`src/rtl/ps2_scancode_rx.sv`:
```
// PS/2 keyboard receiver: synchronise, deglitch and deframe device-to-host frames, then fold E0/F0 prefixes into flags.
// Optional macro PS2_RX_TYPEMATIC_FILTER_EN suppresses repeated make codes until the key is released.
module ps2_scancode_rx #(
  parameter int unsigned clk_mhz    = 25,
  parameter int unsigned timeout_us = 2000,
  parameter int unsigned filter_len = 8
) (
  input  logic       clk,
  input  logic       n_reset,
  input  logic       ps2clk,
  input  logic       ps2data,
  output logic [7:0] code,
  output logic       code_valid,
  output logic       is_break,
  output logic       is_extended,
  output logic       parity_err,
  output logic       frame_err
);

  localparam int unsigned WdLimit = clk_mhz * timeout_us;
  localparam int unsigned WdW     = $clog2(WdLimit + 1);
  localparam int unsigned FiltW   = 5;
  localparam logic [FiltW-1:0] FiltLast = FiltW'(filter_len - 1);
  localparam logic [WdW-1:0]   WdLast   = WdW'(WdLimit - 1);

  typedef enum logic [1:0] {IDLE, DATA, PARITY, STOP} state_e;

  logic [1:0] clkSync_q, dataSync_q;
  logic [1:0] syncd;
  logic [1:0] filt_q, filt_d;
  logic [1:0][FiltW-1:0] filtCnt_q, filtCnt_d;

  state_e       state_q;
  logic [2:0]   bitCnt_q;
  logic [7:0]   shift_q;
  logic         parity_q;
  logic [WdW-1:0] wd_q;
  logic         ext_q, brk_q;
  logic [7:0]   code_q;
  logic         codeValid_q, isBreak_q, isExt_q, parityErr_q, frameErr_q;

  logic fallEvent, dataBit, parityOk, repeatMake;

  always_ff @(posedge clk or negedge n_reset) begin
    if (!n_reset) begin
      clkSync_q  <= 2'b11;
      dataSync_q <= 2'b11;
      filt_q     <= 2'b11;
      filtCnt_q  <= '0;
    end else begin
      clkSync_q  <= {clkSync_q[0], ps2clk};
      dataSync_q <= {dataSync_q[0], ps2data};
      filt_q     <= filt_d;
      filtCnt_q  <= filtCnt_d;
    end
  end

  assign syncd = {dataSync_q[1], clkSync_q[1]};

  // Index 0 is the clock line, index 1 the data line; a flip needs filter_len disagreeing samples.
  always_comb begin
    filt_d    = filt_q;
    filtCnt_d = filtCnt_q;
    for (int i = 0; i < 2; i++) begin
      if (syncd[i] == filt_q[i]) begin
        filtCnt_d[i] = '0;
      end else if (filtCnt_q[i] == FiltLast) begin
        filt_d[i]    = syncd[i];
        filtCnt_d[i] = '0;
      end else begin
        filtCnt_d[i] = filtCnt_q[i] + FiltW'(1);
      end
    end
  end

  assign fallEvent = filt_q[0] & ~filt_d[0];
  assign dataBit   = filt_q[1];
  assign parityOk  = ^{shift_q, parity_q};

`ifdef PS2_RX_TYPEMATIC_FILTER_EN
  logic [7:0] lastCode_q;
  logic       lastExt_q, lastArmed_q;

  assign repeatMake = !brk_q && lastArmed_q && (lastCode_q == shift_q) && (lastExt_q == ext_q);

  always_ff @(posedge clk or negedge n_reset) begin
    if (!n_reset) begin
      lastCode_q  <= 8'h00;
      lastExt_q   <= 1'b0;
      lastArmed_q <= 1'b0;
    end else if (fallEvent && state_q == STOP && dataBit && parityOk &&
                 shift_q != 8'hE0 && shift_q != 8'hF0) begin
      if (brk_q) begin
        if (lastArmed_q && lastCode_q == shift_q && lastExt_q == ext_q) begin
          lastArmed_q <= 1'b0;
        end
      end else begin
        lastCode_q  <= shift_q;
        lastExt_q   <= ext_q;
        lastArmed_q <= 1'b1;
      end
    end
  end
`else
  assign repeatMake = 1'b0;
`endif

  // A fall event always takes priority over watchdog expiry and restarts the gap count.
  always_ff @(posedge clk or negedge n_reset) begin
    if (!n_reset) begin
      state_q     <= IDLE;
      bitCnt_q    <= 3'd0;
      shift_q     <= 8'h00;
      parity_q    <= 1'b0;
      wd_q        <= '0;
      ext_q       <= 1'b0;
      brk_q       <= 1'b0;
      code_q      <= 8'h00;
      codeValid_q <= 1'b0;
      isBreak_q   <= 1'b0;
      isExt_q     <= 1'b0;
      parityErr_q <= 1'b0;
      frameErr_q  <= 1'b0;
    end else begin
      codeValid_q <= 1'b0;
      parityErr_q <= 1'b0;
      frameErr_q  <= 1'b0;
      if (fallEvent) begin
        wd_q <= '0;
        case (state_q)
          IDLE: begin
            if (!dataBit) begin
              state_q  <= DATA;
              bitCnt_q <= 3'd0;
            end
          end
          DATA: begin
            shift_q  <= {dataBit, shift_q[7:1]};
            bitCnt_q <= bitCnt_q + 3'd1;
            if (bitCnt_q == 3'd7) state_q <= PARITY;
          end
          PARITY: begin
            parity_q <= dataBit;
            state_q  <= STOP;
          end
          STOP: begin
            state_q <= IDLE;
            if (!dataBit) begin
              frameErr_q <= 1'b1;
              ext_q      <= 1'b0;
              brk_q      <= 1'b0;
            end else if (!parityOk) begin
              parityErr_q <= 1'b1;
              ext_q       <= 1'b0;
              brk_q       <= 1'b0;
            end else if (shift_q == 8'hE0) begin
              ext_q <= 1'b1;
            end else if (shift_q == 8'hF0) begin
              brk_q <= 1'b1;
            end else begin
              if (!repeatMake) begin
                code_q      <= shift_q;
                isBreak_q   <= brk_q;
                isExt_q     <= ext_q;
                codeValid_q <= 1'b1;
              end
              ext_q <= 1'b0;
              brk_q <= 1'b0;
            end
          end
          default: state_q <= IDLE;
        endcase
      end else if (state_q != IDLE) begin
        if (wd_q == WdLast) begin
          wd_q       <= '0;
          state_q    <= IDLE;
          frameErr_q <= 1'b1;
          ext_q      <= 1'b0;
          brk_q      <= 1'b0;
        end else begin
          wd_q <= wd_q + WdW'(1);
        end
      end
    end
  end

  assign code        = code_q;
  assign code_valid  = codeValid_q;
  assign is_break    = isBreak_q;
  assign is_extended = isExt_q;
  assign parity_err  = parityErr_q;
  assign frame_err   = frameErr_q;

endmodule

```
`config.mk`:
```
export PLATFORM = sky130hd
export DESIGN_NAME = ps2_scancode_rx
export DESIGN_NICKNAME = d
export VERILOG_FILES = /design/src/rtl/ps2_scancode_rx.sv
export SDC_FILE = /design/constraint.sdc
export NUM_CORES = 1
export LEC_CHECK = 0
export ABC_AREA = 1
export CORE_UTILIZATION = 53
export CTS_CLUSTER_DIAMETER = 100
export DETAILED_ROUTE_END_ITERATION = 8
export PLACE_DENSITY = 0.85
export SLEW_MARGIN = 10
export SYNTH_ARGS = -nofsm -noshare
export SYNTH_HDL_FRONTEND = slang
export SYNTH_SLANG_ARGS = --single-unit
export TNS_END_PERCENT = 50
```
`constraint.sdc`:
```
create_clock -name clk -period 1.6 [get_ports clk]
set_input_delay 0.4 -clock clk [delete_from_list [all_inputs] [get_ports clk]]
set_output_delay 0.4 -clock clk [all_outputs]
set_load 0.01 [all_outputs]
```
After elaboration in Yosys (flattened, before gate mapping)
Cells that the tools add are included.

Add/sub/neg operators: 4. Equal/unequal tests: 17. Muxes and demuxes: 46. Bitwise logic cells: 5. Reduce and logical (&&, ||, !) cells: 14.

Operator list (count): 16-bit two-way mux (3); 1-bit two-way mux (31); 5-bit two-way mux (4); 16-bit by 1-bit adder with 16-bit output, second input constant (1); 16-bit == test, second input constant (1); 8-bit == test, second input constant (2); 4-bit AND reduction (3); 5-bit by 1-bit adder with 5-bit output, second input constant (2); 5-bit by 3-bit == test with 1-bit output, second input constant (2); 2-bit two-way mux (5); 9-bit parity (1); 2-bit one-hot mux with 4 select lines (1); 2-bit nonzero test (4); 3-bit != test, second input constant (2); 3-bit one-hot mux with 2 select lines (1); 2-bit AND reduction (3); 6-bit AND reduction (1); 5-bit != test, second input constant (1); 2-bit == test, second input constant (2); 4-bit != test, second input constant (1); 1-bit NOT (4); 3-bit by 1-bit adder with 3-bit output, second input constant (1); 3-bit == test, second input constant (1); 3-bit two-way mux (1); other kinds (7) (8).

Bits in registers: 61. Output and inout port bits: 13. Logic and storage cells: 105.

Depth between registers and ports, before layout
Depth in word-level cells: 7. Depth in mapped cells: 13. Mapped depth without buffers: 13.

Worst setup path before layout
Ideal clock, no wire load.

Path type: reg2reg. Start point: register filt_q[0]. End point: register code_q[0] (netlist: code[0]). Library setup time: 117 ps. Arrival: 1510 ps. Setup slack: -26 ps. Cell stages (with the launch flop): 11. Path buffers: 1. Period minus slack after synthesis: 1626 ps. Path through: dfstp_2 inv_2 nor2_4 nand4_4 nor2_4 inv_2 nor2_4 nand3_4 buf_6 nand2_1 nand2_1.

Word-level cells in the longest chain between the ends: 5.

RTL lines: from (decl) (line 30) `logic [1:0] filt_q, filt_d;`; from (signal assigned) (line 53) `filt_q <= filt_d;`; 1-bit two-way mux / 1-bit == test (equally long branches) (line 67, 65); 1-bit two-way mux (line 65) `if (syncd[i] == filt_q[i]) begin`; 1-bit NOT (line 76) `assign fallEvent = filt_q[0] & ~filt_d[0];`; 1-bit bitwise AND (*) (line 76); 6-bit AND reduction (no source line) (*); to (signal assigned) (line 162) `code_q <= shift_q;`; to (decl) (line 39) `logic [7:0] code_q;`.

Every way passes the cells marked *; elsewhere a longest branch is shown, timed or not. A chain may end at the register's enable or synchronous reset.

Final worst setup path
Start point: register shift_q[2]. End point: register isExt_q (netlist: is_extended).

Word-level cells in the longest chain between the ends: 3.

RTL lines: from (decl) (line 35) `logic [7:0] shift_q;`; from (signal assigned) (line 138) `shift_q <= {dataBit, shift_q[7:1]};`; 8-bit == test (on tied branches) (line 158, 156); 1-bit NOT (no source line); 6-bit AND reduction (no source line) (*); to (signal assigned) (line 164) `isExt_q <= ext_q;`; to (decl) (line 40) `logic codeValid_q, isBreak_q, isExt_q, parityErr_q, frameErr_q;`.

Marks and branches as above.

==> results.yml <==
floorplanning:
  coreArea_um2: 5510
  die-width_um: 77.7
  start_util_pct: 55.1
  die_area_um2: 6030
  num_rows: 27
  num_io_pins: 17
  die_height_um: 77.7
drt:
  wl_per_cell_um: 14.9
  vias: 2816
  first_iter_violations: 148
  dr.pass1.iters: 4
  vias_per_cell: 5.44
  wirelength_mm: 7.72
  ant_nets: 0
  drc: 0
critical_path:
  rr_worst_depth: 10
  r2r_end: "is_extended"
  r2r_setup_slack_ns: -0.09
  timing.rr.start: "shift_q[2]"
  cp_slowest_stage_delay_ns: 0.41
  crit_chain: "inv_2, nand2_1, nor3_1, nand4_1, nand2_1, nor2_4, nand3_4, inv_2, nand2_1, nand2_1"
  path_class: "reg2reg"
  cp_num_cells: 10
  cp-start-kind: "register"
  end_kind: "register"
  cp.required_ns: 1.83
  critPathCapture: "is_extended"
  critPathLaunch: "shift_q[2]"
  path_buf_inv: 2
  critPathArrivalTime_ns: 1.92
  path_delay_family: "simple AND/OR/NAND/NOR gates"
  crit_top_cell: "nand2_1"
  crit_slowest_cell: "dfrtp_1"
  crit_path_max_fanout: 9
final_layout:
  final_cell_area_um2: 4040
  drive_above_1_share_pct: 30.9
  multi_input_comb_area_um2: 1440
  area_growth_pct: 33.0
  regArea_um2: 1540
  final_nets: 454
  n_antenna_cell: 0
  fin_cells: 518
  fillCellCount: 348
clock_network:
  numCtsBuffers: 9
  htreeDepth: 3
  insertion_delay_ns: 0.34
  cts_max_path_buffers: 2
  clock-sinks: 61
  clk_pin_slew_ns: 0.07
  cts_tree: "done"
  cts_root_buf: "clkbuf_8"
timing:
  setup_viol: 21
  grt_setup_unrepaired: "yes"
  worst_slack_ns: -0.0916
  period_needed_ns: 1.69
  fin_crit_sh_pct: 106
  worst_pin_slew_ns: 0.396
  clock_skew_ns: 0.00727
  hold_viol: 0
  fmax_mhz: 591
  setup_tns_ns: -1.09
  final_max_slew_viol_count: 0
  maxSlewHeadroom_pct: 73.4
power:
  total_power_w: 0.00323
  p_per_area_nw_per_um2: 800
  p_leak_nw: 1.98
  ir_worst_vdd_mv: 0.638
run_status:
  violations: "negative setup slack"
  outcome: "finished with violations"
global_route:
  grt_max_degree: 62
  grt_pass1_vias: 2649
  gr-total-overflow: 0
  antenna_found_initial: 0
  grtUsageTotal_pct: 24.7
  grt_pass1_wl_mm: 11.5
logic_synthesis:
  synth.avg_cell_area_um2: 8.34
  synth_top_cell_by_area: "dfrtp_1"
  synth-seq-cells: 61
  syn_inst: 364
  synth_ff_type: "dfrtp_1"
  synthTopCellsByArea: "dfrtp_1 (45%), nand2_1 (12%), dfstp_2 (5.2%), nor2_1 (4.7%), inv_1 (4.3%)"
  seq_area_frac_synth_pct: 50.6
  netlist_top_cells_count: "nand2_1 (94), dfrtp_1 (55), nor2_1 (38)"
  synth_top_area_share_pct: 45.4
  synth.distinct_cells: 32
  yosysWarnings: 0
  yosysMostFrequentCell: "nand2_1"
  syn-cell-area_um2: 3030
  syn_nets: 377
  synth_enable_flop_cells: 0
  async_reset_ff_share_pct: 100
job:
  cap_viol_max_count: 0
place:
  dp.cells: 484
  gp_congestion: 0.925
  port_buffers: 16
  place_area_um2: 3540
  hpwl_mm: 4.64
worst_hold_path:
  hp-class: "in2async"
[placed cells by master (no fill, tap or decap), drive strengths merged, types with 2 or more instances in the layout]
cell type	count
clkbuf	12
nand3	28
nand4	8
ha	9
buf	54
nor3	7
dlygate4sd2	13
nand2	98
dfstp	6
nor2	41
inv	49
xor2	6
o21ai	34
dfrtp	55
a21oi	9
clkdlybuf4s50	2
xnor2	2
clkinv	4
[power by group]
| part | leakage, nW | total (W) | internal, W | switching (W) |
|---|---|---|---|---|
| clock network | 0.0921 | 0.00122 | 0.000638 | 0.000586 |
| registers | 0.820 | 0.00170 | 0.00164 | 0.0000631 |
| logic | 1.07 | 0.000307 | 0.000128 | 0.000179 |
[cell families after synthesis]
family,Yosys count,share of synthesized area [%]
AOI/OAI and AO/OA,48,9.16
xor gates and xnor gates,8,2.31
adders and majority gates,9,3.71
buffers and inverters,54,7.05
DFF,61,50.6
muxes,1,0.330
and+or+nand+nor,183,26.9
[repair_timing]
action	in CTS	in global routing
setup endpoints to repair	45	44
gates cloned	1	0
resized for setup	25	54
setup buffers	2	15
hold buffers	0	0
pin swaps	3	17
[layer usage]
layer	track usage [%]	part of all wire, %	routed length (µm)	vias to the layer above
met5	0	0	0	-
met4	9.43	2.3	177	0
met3	7.06	3.8	296	17
met2	41.7	53	4120	74
met1	29.9	41	3130	1394
li1	-	-	-	1331
[worst min-delay path by stage]
| stage | depth (start not counted) | from | slack (ns) | endpoint |
|---|---|---|---|---|
| 3_3_place_gp | 0 | dataSync_q[0] | 0.35 | dataSync_q[1] |
| 5_1_grt | 2 | n_reset | 0.09 | filtCnt_q[4] |
| 2_1_floorplan | 0 | n_reset | 0.10 | bitCnt_q[0] |
| 4_1_cts | 2 | n_reset | 0.06 | state_q[0] |
| 3_5_place_dp | 0 | dataSync_q[0] | 0.35 | dataSync_q[1] |
| 6_report | 2 | n_reset | 0.05 | filtCnt_q[4] |
[flip-flops by register name (all words and copies together), names as in the netlist, 3 cells and up]
register	cells
bitCnt_q	3
code	8
filtCnt_q	10
shift_q	8
wd_q	16
[metrics by stage]
| step | worst slack (ns) | hold WS [ns] | util (%) |
|---|---|---|---|
| 2_1_floorplan | -0.0262 | 0.104 | - |
| 3_3_place_gp | -0.00117 | 0.346 | 64.2 |
| 3_5_place_dp | -0.0920 | 0.347 | 64.2 |
| 4_1_cts | -0.0407 | 0.0576 | 68.3 |
| 5_1_grt | -0.192 | 0.0891 | 73.3 |
| 6_report | -0.0916 | 0.0549 | 73.3 |
[area by class of cell]
cell class / instances / area share, %
clock buffers: 12 / 3.84
clock inverters: 4 / 0.558
inverters: 50 / 5.15
multi-input cells: 250 / 35.7
flip-flops and latches: 61 / 38.1
well taps: 72 / 2.23
repair buffers: 69 / 14.4
Note: power is estimated with default switching activity, not from simulation.
